--- config.mk ---
export PLATFORM = sky130hd
export DESIGN_NAME = rf_write_arbiter_flat
export DESIGN_NICKNAME = d
export VERILOG_FILES = /design/src/rtl/rf_write_arbiter_if.sv /design/src/rtl/rf_write_arbiter.sv /design/src/flat_wrapper.sv
export SDC_FILE = /design/constraint.sdc
export NUM_CORES = 1
export LEC_CHECK = 0
export CORE_MARGIN = 4
export CORE_UTILIZATION = 44
export DETAILED_ROUTE_END_ITERATION = 12
export HOLD_SLACK_MARGIN = 0.02
export PLACE_DENSITY = 0.82
export SYNTH_ARGS = -nofsm -noshare
export SYNTH_HDL_FRONTEND = slang
export SYNTH_SLANG_ARGS = --single-unit
--- constraint.sdc ---
create_clock -name clk -period 3 [get_ports clk]
set_input_delay 0.6 -clock clk [delete_from_list [all_inputs] [get_ports clk]]
set_output_delay 0.6 -clock clk [all_outputs]
set_load 0.02 [all_outputs]
--- src/rtl/rf_write_arbiter_if.sv ---
// rtl/rf_write_arbiter_if.sv - primary/secondary write request bundle for the regfile write arbiter
interface rf_write_arbiter_if #(
  parameter int AW = 5,
  parameter int DW = 32
);
  logic          p_we;
  logic [AW-1:0] p_wa;
  logic [DW-1:0] p_wd;
  logic          p_hold;
  logic          s_valid;
  logic [AW-1:0] s_wa;
  logic [DW-1:0] s_wd;
  logic          s_ready;

  modport master (
    output p_we, p_wa, p_wd, s_valid, s_wa, s_wd,
    input  p_hold, s_ready
  );

  modport slave (
    input  p_we, p_wa, p_wd, s_valid, s_wa, s_wd,
    output p_hold, s_ready
  );
endinterface

--- src/rtl/rf_write_arbiter.sv ---
// rtl/rf_write_arbiter.sv - shares the regfile write port between WB and a queued long-latency unit
module rf_write_arbiter #(
  parameter int DEPTH        = 2,
  parameter int STARVE_LIMIT = 4,
  parameter int DW           = 32,
  parameter int AW           = 5
) (
  input  logic                     clk,
  input  logic                     rst,
  rf_write_arbiter_if.slave        bus,
  input  logic [AW-1:0]            chk_ra1,
  input  logic [AW-1:0]            chk_ra2,
  output logic                     hazard,
  output logic                     rf_we,
  output logic [AW-1:0]            rf_wa,
  output logic [DW-1:0]            rf_wd,
  output logic [$clog2(DEPTH):0]   fifo_count
);
  localparam int PW = $clog2(DEPTH);
  localparam int CW = PW + 1;
  localparam int SW = $clog2(STARVE_LIMIT + 1);

  logic [AW-1:0] mem_wa [DEPTH];
  logic [DW-1:0] mem_wd [DEPTH];
  logic [PW-1:0] rd_ptr, wr_ptr;
  logic [CW-1:0] count;
  logic [SW-1:0] starve, starve_next;
  logic          hold;
  logic          p_req, ready, push, grant_p, pop;

  assign p_req   = bus.p_we && (bus.p_wa != '0);
  assign ready   = (count < CW'(DEPTH));
  // Writes to register 0 complete the handshake but are dropped here.
  assign push    = bus.s_valid && ready && (bus.s_wa != '0);
  assign grant_p = !hold && p_req;
  assign pop     = !grant_p && (count != '0);

  assign bus.s_ready = ready;
  assign bus.p_hold  = hold;
  assign fifo_count  = count;

  always_comb begin
    starve_next = starve;
    if (pop)
      starve_next = '0;
    else if (grant_p && (count != '0) && (starve != SW'(STARVE_LIMIT)))
      starve_next = starve + SW'(1);
  end

  always_ff @(posedge clk or posedge rst) begin
    if (rst) begin
      rd_ptr <= '0;
      wr_ptr <= '0;
      count  <= '0;
      starve <= '0;
      hold   <= 1'b0;
      rf_we  <= 1'b0;
      rf_wa  <= '0;
      rf_wd  <= '0;
    end else begin
      starve <= starve_next;
      // Hold lasts one cycle: the forced pop in that cycle clears the counter.
      hold   <= (starve_next == SW'(STARVE_LIMIT));
      count  <= count + CW'(push) - CW'(pop);
      if (push)
        wr_ptr <= wr_ptr + PW'(1);
      if (pop)
        rd_ptr <= rd_ptr + PW'(1);
      if (grant_p) begin
        rf_we <= 1'b1;
        rf_wa <= bus.p_wa;
        rf_wd <= bus.p_wd;
      end else if (pop) begin
        rf_we <= 1'b1;
        rf_wa <= mem_wa[rd_ptr];
        rf_wd <= mem_wd[rd_ptr];
      end else begin
        rf_we <= 1'b0;
      end
    end
  end

  always_ff @(posedge clk) begin
    if (push) begin
      mem_wa[wr_ptr] <= bus.s_wa;
      mem_wd[wr_ptr] <= bus.s_wd;
    end
  end

  always_comb begin
    logic [PW-1:0] offset;
    hazard = 1'b0;
    offset = '0;
    for (int i = 0; i < DEPTH; i++) begin
      offset = PW'(i) - rd_ptr;
      if ({1'b0, offset} < count) begin
        if ((chk_ra1 != '0) && (chk_ra1 == mem_wa[i])) hazard = 1'b1;
        if ((chk_ra2 != '0) && (chk_ra2 == mem_wa[i])) hazard = 1'b1;
      end
    end
    if (rf_we) begin
      if ((chk_ra1 != '0) && (chk_ra1 == rf_wa)) hazard = 1'b1;
      if ((chk_ra2 != '0) && (chk_ra2 == rf_wa)) hazard = 1'b1;
    end
  end
endmodule

--- src/flat_wrapper.sv ---
// flat-port wrapper written by rule: the top's interface ports become plain ports
module rf_write_arbiter_flat 
#(
  parameter int DEPTH        = 2,
  parameter int STARVE_LIMIT = 4,
  parameter int DW           = 32,
  parameter int AW           = 5
)
  (clk, rst, chk_ra1, chk_ra2, hazard, rf_we, rf_wa, rf_wd, fifo_count, bus_p_we, bus_p_wa, bus_p_wd, bus_s_valid, bus_s_wa, bus_s_wd, bus_p_hold, bus_s_ready);
  rf_write_arbiter_if #(.AW(AW), .DW(DW)) bus_i ();
  input  logic clk;
  input  logic rst;
  input  logic [AW-1:0] chk_ra1;
  input  logic [AW-1:0] chk_ra2;
  output logic hazard;
  output logic rf_we;
  output logic [AW-1:0] rf_wa;
  output logic [DW-1:0] rf_wd;
  output logic [$clog2(DEPTH):0] fifo_count;
  input wire logic [$bits(bus_i.p_we)-1:0] bus_p_we;
  input wire logic [$bits(bus_i.p_wa)-1:0] bus_p_wa;
  input wire logic [$bits(bus_i.p_wd)-1:0] bus_p_wd;
  input wire logic [$bits(bus_i.s_valid)-1:0] bus_s_valid;
  input wire logic [$bits(bus_i.s_wa)-1:0] bus_s_wa;
  input wire logic [$bits(bus_i.s_wd)-1:0] bus_s_wd;
  output wire logic [$bits(bus_i.p_hold)-1:0] bus_p_hold;
  output wire logic [$bits(bus_i.s_ready)-1:0] bus_s_ready;
  assign bus_i.p_we = bus_p_we;
  assign bus_i.p_wa = bus_p_wa;
  assign bus_i.p_wd = bus_p_wd;
  assign bus_i.s_valid = bus_s_valid;
  assign bus_i.s_wa = bus_s_wa;
  assign bus_i.s_wd = bus_s_wd;
  assign bus_p_hold = bus_i.p_hold;
  assign bus_s_ready = bus_i.s_ready;
  rf_write_arbiter #(.DEPTH(DEPTH), .STARVE_LIMIT(STARVE_LIMIT), .DW(DW), .AW(AW)) u_core (.clk(clk), .rst(rst), .bus(bus_i), .chk_ra1(chk_ra1), .chk_ra2(chk_ra2), .hazard(hazard), .rf_we(rf_we), .rf_wa(rf_wa), .rf_wd(rf_wd), .fifo_count(fifo_count));
endmodule
==> results of run 1 <==
synth_stat cells (2+ instances only):
cell type,count
nand3_1,6
nor3_1,2
or4_1,3
nor4_1,5
xor2_1,17
nand2_1,39
o21ai_0,40
inv_1,6
a21oi_1,41
nor2_1,43
dfrtp_1,46
ha_1,4
mux2i_1,37
edfxtp_1,74
nor2b_1,3
buf_1,4
clkbuf_1,16
xnor2_1,18
state kept, by name, indices dropped and copies added (netlist names):
| signal | count |
|---|---|
| u_core.rf_we | 1 |
| u_core.mem_wa | 10 |
| u_core.mem_wd | 64 |
| u_core.rf_wd | 32 |
| u_core.wr_ptr | 1 |
| u_core.bus.p_hold | 1 |
| u_core.fifo_count | 2 |
| u_core.rd_ptr | 1 |
| u_core.rf_wa | 5 |
| u_core.starve | 3 |
per-layer routing:
metal | global-route usage (%) | vias up | routed length, um
li1 | - | 1773 | -
met1 | 23.1 | 1720 | 5140
met2 | 33.3 | 97 | 6310
met3 | 4.80 | 14 | 589
met4 | 6.26 | 0 | 128
met5 | 0 | - | 0
critical path, stage by stage:
cell             delay (ns)
clkdlybuf4s50_1        0.43
or4_1                  0.54
nor2_2                 0.15
nor3_1                 0.08
a21oi_1                0.16
o211ai_1               0.12
clkbuf_2               0.17
cell type report:
cell class	instances	area (um^2)	area share, %
Sequential cell	120	3370	46.4
Multi-Input combinational cell	268	1660	22.8
Timing Repair Buffer	147	1450	19.9
Clock buffer	18	429	5.90
Tap cell	143	179	2.46
Clock inverter	14	158	2.17
Inverter	6	22.5	0.310
metrics by stage:
stage | utilization, % | instance area, um^2
after floorplan | - | 5120
after global placement | 58.5 | 6680
after detailed placement | 58.5 | 6680
after CTS | 63.7 | 7270
after global routing | 63.7 | 7270
final | 63.7 | 7270
how the worst max path moves through the flow:
| stage | to | slack, ns | start | cells after the start |
|---|---|---|---|---|
| detailed placement | hazard | -0.24 | chk_ra2[0] | 7 |
| global placement | hazard | -0.25 | chk_ra1[0] | 7 |
| floorplan | u_core.mem_wa[0][0]$_DFFE_PP_ | 0.61 | u_core.fifo_count[1]$_DFF_PP0_ | 3 |
| CTS | hazard | 0.03 | chk_ra1[0] | 7 |
| finish | hazard | 0.15 | chk_ra2[0] | 7 |
| global route | hazard | 0.05 | chk_ra1[0] | 7 |
cells by family (layout without fill, tap and decap cells):
family	count (synthesis)	after routing	share of synthesized area (%)
multiplexers	37	37	7.24
flip-flops	120	120	65.9
XOR/XNOR	35	35	5.99
AND/OR/NAND/NOR	106	106	8.97
buffers and inverters	27	185	2.13
adder cells (fa/ha/maj)	4	4	0.978
AO/OA/AOI/OAI	86	86	8.78
power groups by stage:
| stage | combinational [uW] | clock (uW) | sequential (uW) |
|---|---|---|---|
| 3_5_place_dp | 2410 | 0 | 2490 |
| 5_1_grt | 2620 | 2100 | 2520 |
| 3_3_place_gp | 2360 | 0 | 2470 |
| 2_1_floorplan | 1190 | 0 | 2700 |
| 4_1_cts | 2420 | 2020 | 2470 |
| 6_report | 2370 | 1980 | 2460 |
==> metrics, run 1 <==
DR pass1 iterations=4; Slew Limit Fails=0; dpl hpwl=8610 um; Detailed Route WL=12200 um; syn_area_per_cell=12.3 um^2; first-pass GRT wire length=19600 um; die area=0.0134 mm^2; Core Region=0.0114 mm^2; Syn Inst Count=415; Clk pin slew, worst setup/hold paths=0.05 ns; total CTS buffers=17; flop2flop setup slack=1.10 ns; Site Rows=39; Yosys top cell by area=edfxtp_1; ys async rst share=38.3%; Worst Hold Path EP=u_core.starve[0]$_DFF_PP0_; initial drt markers=177; Placed Instances=684; hold depth=2; Worst Max-Slew Pin Slew=0.752 ns; worst-case clock buffer depth=2; fin nets=652; post-CTS sizing=4; status=finished clean; Synth cell types=29; clock sinks=120; syn nets=507; Final Hold Viols=0; CTS tree=built; hold_sp=u_core.starve[0]$_DFF_PP0_; Final Worst Setup Slack=0.151 ns; drt wl/cell=17.0 um; vias in the first global route=3998; Slew headroom=49.8%; post-CTS setup buffer count=0; total power=6820 uW; pwr dens=938 mW/mm^2; die width=116 um; Psw=2250 uW; Leak Pwr=0.00283 uW; worst-case reg-to-reg path depth=7; latest clock arrival within the worst-skew pair=0.40 ns; DRT antenna net count=0; Layout area overhead=42.1%; Inserted Diodes=0; worst vdd ir=0.793 mV; RSZ-0062 raised after global routing=no; Port Buffers=130; Synth Warn #=0; setup TNS=0 ns; pre-CTS setup slack=-0.245 ns; Worst Hold Slack=0.519 ns; Worst Hold Class=reg2reg; routed via count=3604; Crit Path Class=in2out; Int Pwr=4570 uW; gr usage total=19.1%; fmax=0.351 GHz; htree depth=4; post-synth top area share=43.4%; Initial Utilization=44.8%; Synth Cell Area=0.00512 mm^2; Setup Skew=0.00535 ns; drc violations=0; Tcrit/Tclk final=95.0%; Sw Share=32.9%; RR Endpoint=u_core.fifo_count[1]$_DFF_PP0_; Synth Register Bits=120; worst path arrival time=2.25 ns; endpoints failing setup=0; startpoint type of the worst setup path=input port; register share of total power=36.1%; Final min period=2.85 ns; gp weighted congestion=0.883; num ports=131; top cells by area, synth=edfxtp_1 43%, dfrtp_1 22%, mux2i_1 7.2%, a21oi_1 4.0%, o21ai_0 3.9%; initial antenna violation count=0; largest net degree at the start of global routing=48; Fillers=899; dominant synthesized flop cell=edfxtp_1; Post-synth EDFFs=74; Gate power share=34.8%; Final Non-Filler Cells=716; most common cell after layout, fill and taps aside=clkdlybuf4s50_1; Die Height=116 um; Clk pwr share=29.1%; max capacitance violation total=0; WP data required=2.40 ns; worst-path fanout max=3; Post-CTS Hold Buffers=0; reg2reg start=u_core.fifo_count[1]$_DFF_PP0_; sequential share of the synthesized area=65.9%; leading cell types in the layout, fill and taps excluded=129 x clkdlybuf4s50_1, 74 x edfxtp_1, 45 x dfrtp_1, 41 x a21oi_1, 40 x nor2_1; crit path capture type=output pin; Remaining Overflow, GRT=0; layout cells sized above 1=9.77%; clock root buffer=clkbuf_16; Via density=5.03
Note: power is estimated with default switching activity, not from simulation.
==> run 2, diff against run 1 <==
Settings changed: CTS_BUF_LIST set to sky130_fd_sc_hd__clkbuf_8 sky130_fd_sc_hd__clkbuf_16.
==> metrics, run 2 (synthesis gave the netlist of run 1 again) <==
vias in the first global route=3998 (unchanged); Tcrit/Tclk final=95.0% (unchanged); leading cell types in the layout, fill and taps excluded=129 x clkdlybuf4s50_1, 74 x edfxtp_1, 45 x dfrtp_1, 41 x a21oi_1, 40 x nor2_1 (unchanged); Most flops, register=u_core.mem_wd (unchanged); drt wl/cell=17.0 um (unchanged); clock root buffer=clkbuf_16 (unchanged); biggest regs=u_core.mem_wd: 64 flops, u_core.rf_wd: 32 flops, u_core.mem_wa: 10 flops (unchanged); clock sinks=120 (unchanged); gr usage total=19.1% (unchanged); Core Region=0.0114 mm^2 (unchanged); Via density=5.03 (unchanged); pwr dens=937 mW/mm^2 (was 938 mW/mm^2); Worst Hold Slack=0.519 ns (unchanged); Remaining Overflow, GRT=0 (unchanged); DRT antenna net count=0 (unchanged); worst vdd ir=0.793 mV (unchanged); total CTS buffers=17 (unchanged); latest clock arrival within the worst-skew pair=0.40 ns (about the same); dpl hpwl=8610 um (unchanged); worst-path fanout max=3 (unchanged); die width=116 um (unchanged); endpoints failing setup=0 (unchanged); RSZ-0062 raised after global routing=no (unchanged); layout cells sized above 1=9.77% (unchanged); Worst Hold Class=reg2reg (unchanged); crit path capture type=output pin (unchanged); startpoint type of the worst setup path=input port (unchanged); Layout area overhead=42.1% (unchanged); final instance area=0.00727 mm^2 (unchanged); htree depth=4 (unchanged); largest net degree at the start of global routing=48 (unchanged); CTS tree=built (unchanged); initial drt markers=177 (unchanged); worst path arrival time=2.25 ns (about the same); setup TNS=0 ns (unchanged); status=finished clean (unchanged); Clk pin slew, worst setup/hold paths=0.05 ns (about the same); Final Hold Viols=0 (unchanged); Detailed Route WL=12200 um (unchanged); Crit Path Class=in2out (unchanged); Port Buffers=130 (unchanged); num ports=131 (unchanged); die area=0.0134 mm^2 (unchanged); worst-case clock buffer depth=2 (unchanged); Worst Max-Slew Pin Slew=0.752 ns (unchanged); total power=6810 uW (was 6820 uW); WP data required=2.40 ns (about the same); Setup Skew=0.00550 ns (was 0.00535 ns); Post-CTS Hold Buffers=0 (unchanged); Die Height=116 um (unchanged); first-pass GRT wire length=19600 um (unchanged); fmax=0.351 GHz (unchanged); DR pass1 iterations=4 (unchanged); Initial Utilization=44.8% (unchanged); placed cell area=0.00668 mm^2 (unchanged); Leak Pwr=0.00284 uW (was 0.00283 uW); fin nets=652 (unchanged); Site Rows=39 (unchanged); max capacitance violation total=0 (unchanged); initial antenna violation count=0 (unchanged); Slew headroom=49.8% (unchanged); Slew Limit Fails=0 (unchanged); Final min period=2.85 ns (unchanged); drc violations=0 (unchanged); routed via count=3604 (unchanged); most common cell after layout, fill and taps aside=clkdlybuf4s50_1 (unchanged); Inserted Diodes=0 (unchanged); Final Util=63.7% (unchanged); gp weighted congestion=0.883 (unchanged); max FFs per register=64 (unchanged)
==> run 2: timing repair <==
item / 4_1_cts / 5_1_grt
pin swaps: 0 / 0
buffers inserted: 0 / 0
resized for setup: 4 / 2
setup endpoints to repair: 1 / 1
==> run 2: worst max-delay path, cell delays in order <==
cell,delay [ns]
clkdlybuf4s50_1,0.43
or4_1,0.54
nor2_2,0.15
nor3_1,0.08
a21oi_1,0.16
o211ai_1,0.12
clkbuf_2,0.17
==> run 2: final timing paths <==
path / startpoint / end / slack, ns / depth (start not counted)
setup / recovery: chk_ra2[0] / hazard / 0.15 / 7
hold / removal: u_core.starve[0]$_DFF_PP0_ / u_core.starve[0]$_DFF_PP0_ / 0.52 / 2
setup reg to reg: u_core.fifo_count[1]$_DFF_PP0_ / u_core.fifo_count[1]$_DFF_PP0_ / 1.10 / 7
hold reg to reg: u_core.starve[0]$_DFF_PP0_ / u_core.starve[0]$_DFF_PP0_ / 0.52 / 2
max in group asynchronous: rst / u_core.rf_wd[8]$_DFFE_PP0P_ / 1.63 / 3
min in group asynchronous: rst / u_core.rf_wd[12]$_DFFE_PP0P_ / 0.65 / 2
==> run 2: final cells by class <==
type,instances,area (um^2)
fill,899,4150
sequential,120,3370
multi-input combinational,268,1660
timing repair buffer,147,1450
clock buffer,17,425
tap,143,179
clock inverter,15,161
inverter,6,22.5
==> run 2: power breakdown <==
part	internal [uW]	total, uW	switching, uW
sequential	2220	2460	249
clock	1290	1980	688
combinational	1060	2370	1310
==> run 2: metrics by stage <==
stage,std cells,worst slack (ns)
after floorplan,415,0.612
after global placement,684,-0.248
after detailed placement,684,-0.245
after CTS,716,0.0271
after global routing,716,0.0483
final,716,0.151
==> run 2: metal layers <==
| layer | wire (um) | track usage [%] |
|---|---|---|
| met2 | 6320 | 33.3 |
| met4 | 128 | 6.26 |
| met1 | 5140 | 23.1 |
| met3 | 589 | 4.80 |
| met5 | 0 | 0 |
==> run 3, diff against run 2 <==
Settings changed: CORE_ASPECT_RATIO set to 0.6, PLACE_DENSITY 0.82 to 0.74.
==> metrics, run 3 (synthesis gave the netlist of run 1 again) <==
die area=0.0135 mm^2 (was 0.0134 mm^2); drt wl/cell=16.4 um (was 17.0 um); first-pass GRT wire length=19400 um (was 19600 um); worst vdd ir=0.485 mV (was 0.793 mV); Fillers=853 (was 899); latest clock arrival within the worst-skew pair=0.41 ns (was 0.40 ns); layout cells sized above 1=10.3% (was 9.77%); Remaining Overflow, GRT=0 (unchanged); Core Region=0.0113 mm^2 (was 0.0114 mm^2); dpl hpwl=8410 um (was 8610 um); DRT antenna net count=0 (unchanged); Detailed Route WL=12000 um (was 12200 um); worst-path fanout max=3 (unchanged); Post-CTS Hold Buffers=0 (unchanged); vias in the first global route=3840 (was 3998); Worst Hold Class=reg2reg (unchanged); initial drt markers=229 (was 177); Tcrit/Tclk final=95.0% (about the same); Setup Skew=0.0113 ns (was 0.00550 ns); pwr dens=952 mW/mm^2 (was 937 mW/mm^2); routed via count=3667 (was 3604); DR pass1 iterations=5 (was 4); Final Non-Filler Cells=734 (was 716); Slew headroom=21.7% (was 49.8%); clock sinks=120 (unchanged); crit-path max cell delay=0.54 ns (about the same); endpoints failing setup=0 (unchanged); leading cell types in the layout, fill and taps excluded=129 x clkdlybuf4s50_1, 74 x edfxtp_1, 45 x dfrtp_1, 41 x a21oi_1 (was 129 x clkdlybuf4s50_1, 74 x edfxtp_1, 45 x dfrtp_1, 41 x a21oi_1, 40 x nor2_1); Port Buffers=130 (unchanged); most common cell after layout, fill and taps aside=clkdlybuf4s50_1 (unchanged); crit path capture type=output pin (unchanged); initial antenna violation count=0 (unchanged); gr usage total=18.3% (was 19.1%); CTS tree=built (unchanged); largest net degree at the start of global routing=46 (was 48); Most flops, register=u_core.mem_wd (unchanged); drc violations=0 (unchanged); Via density=5.00 (was 5.03); num ports=131 (unchanged); max capacitance violation total=0 (unchanged); setup TNS=0 ns (unchanged); clock root buffer=clkbuf_16 (unchanged); max FFs per register=64 (unchanged); Final min period=2.85 ns (about the same); startpoint type of the worst setup path=input port (unchanged); status=finished clean (unchanged); Inserted Diodes=0 (unchanged); gp weighted congestion=0.977 (was 0.883); fmax=0.351 GHz (about the same); Placed Instances=702 (was 684); Initial Utilization=45.1% (was 44.8%); Site Rows=30 (was 39); Final Hold Viols=0 (unchanged); Worst Hold Slack=0.518 ns (was 0.519 ns); total CTS buffers=17 (unchanged); Die Height=91.5 um (was 116 um); fin nets=653 (was 652); Clk pin slew, worst setup/hold paths=0.05 ns (about the same); biggest regs=u_core.mem_wd: 64 flops, u_core.rf_wd: 32 flops, u_core.mem_wa: 10 flops (unchanged); die width=147 um (was 116 um); worst-case clock buffer depth=2 (unchanged); Worst Max-Slew Pin Slew=1.17 ns (was 0.752 ns); Crit Path Class=in2out (unchanged); Layout area overhead=43.3% (was 42.1%); critical path, cell by cell=clkdlybuf4s50_1 > or4_1 > nor2_2 > nor4_1 > o21ai_0 > o211ai_1 > clkbuf_2 (was clkdlybuf4s50_1 > or4_1 > nor2_2 > nor3_1 > a21oi_1 > o211ai_1 > clkbuf_2); RSZ-0062 raised after global routing=no (unchanged); WP data required=2.40 ns (about the same); htree depth=4 (unchanged); Slew Limit Fails=0 (unchanged); worst path arrival time=2.25 ns (about the same); Leak Pwr=0.00286 uW (was 0.00284 uW); Slowest cell on crit path=or4_1 (unchanged)
## run 3: layer usage
| layer | share of wire, % | up-vias | GRT usage (%) | routed length (um) |
|---|---|---|---|---|
| met3 | 7.6 | 5 | 7.08 | 920 |
| met1 | 47 | 1774 | 24.3 | 5610 |
| met2 | 45 | 116 | 28.1 | 5460 |
| met4 | 0.43 | 0 | 5.43 | 52 |
| met5 | 0 | - | 0 | 0 |
| li1 | - | 1772 | - | - |
## run 3: through the flow
step | power [uW] | instance area (um^2) | utilization (%) | worst slack [ns]
6_report | 6980 | 7330 | 64.7 | 0.150
5_1_grt | 7380 | 7330 | 64.7 | 0.00723
4_1_cts | 7070 | 7340 | 64.7 | 0.0198
3_5_place_dp | 4890 | 6700 | 59.1 | -0.266
3_3_place_gp | 4810 | 6700 | 59.1 | -0.233
2_1_floorplan | 3890 | 5120 | - | 0.612
## run 3: worst paths after layout
check	depth (start not counted)	endpoint	startpoint	slack (ns)
worst max register to register	3	u_core.mem_wd[0][15]$_DFFE_PP_	u_core.fifo_count[1]$_DFF_PP0_	0.72
max in group asynchronous	3	u_core.rf_wd[5]$_DFFE_PP0P_	rst	1.90
worst max-delay path	7	hazard	chk_ra1[0]	0.15
worst min register to register	2	u_core.starve[0]$_DFF_PP0_	u_core.starve[0]$_DFF_PP0_	0.52
min in group asynchronous	2	u_core.rf_wd[18]$_DFFE_PP0P_	rst	0.56
worst min-delay path	2	u_core.starve[0]$_DFF_PP0_	u_core.starve[0]$_DFF_PP0_	0.52
## run 3: final cells by class
type | count | area [um^2] | area share, %
Sequential cell | 120 | 3370 | 46.0
Multi-Input combinational cell | 268 | 1660 | 22.6
Timing Repair Buffer | 148 | 1440 | 19.7
Clock buffer | 18 | 439 | 5.99
Tap cell | 160 | 200 | 2.73
Clock inverter | 14 | 196 | 2.68
Inverter | 6 | 22.5 | 0.307
## run 3: worst max-delay path: cells and delay by family
| kind | cells | cell delay (ns) |
|---|---|---|
| simple gates | 3 | 0.75 |
| compound gates | 2 | 0.30 |
| buf+inv | 2 | 0.59 |
## run 3: report_power, final
| group | leakage (uW) | switching (uW) | internal, uW | total (uW) |
|---|---|---|---|---|
| Clock | 0.000309 | 732 | 1420 | 2150 |
| Sequential | 0.00124 | 265 | 2220 | 2480 |
| Combinational | 0.00132 | 1310 | 1040 | 2350 |
| Total | 0.00286 | 2300 | 4680 | 6980 |
## run 3: timing repair
action                     CTS  global route
buffers inserted             0             0
resized for setup            4             1
setup endpoints to repair    1             1
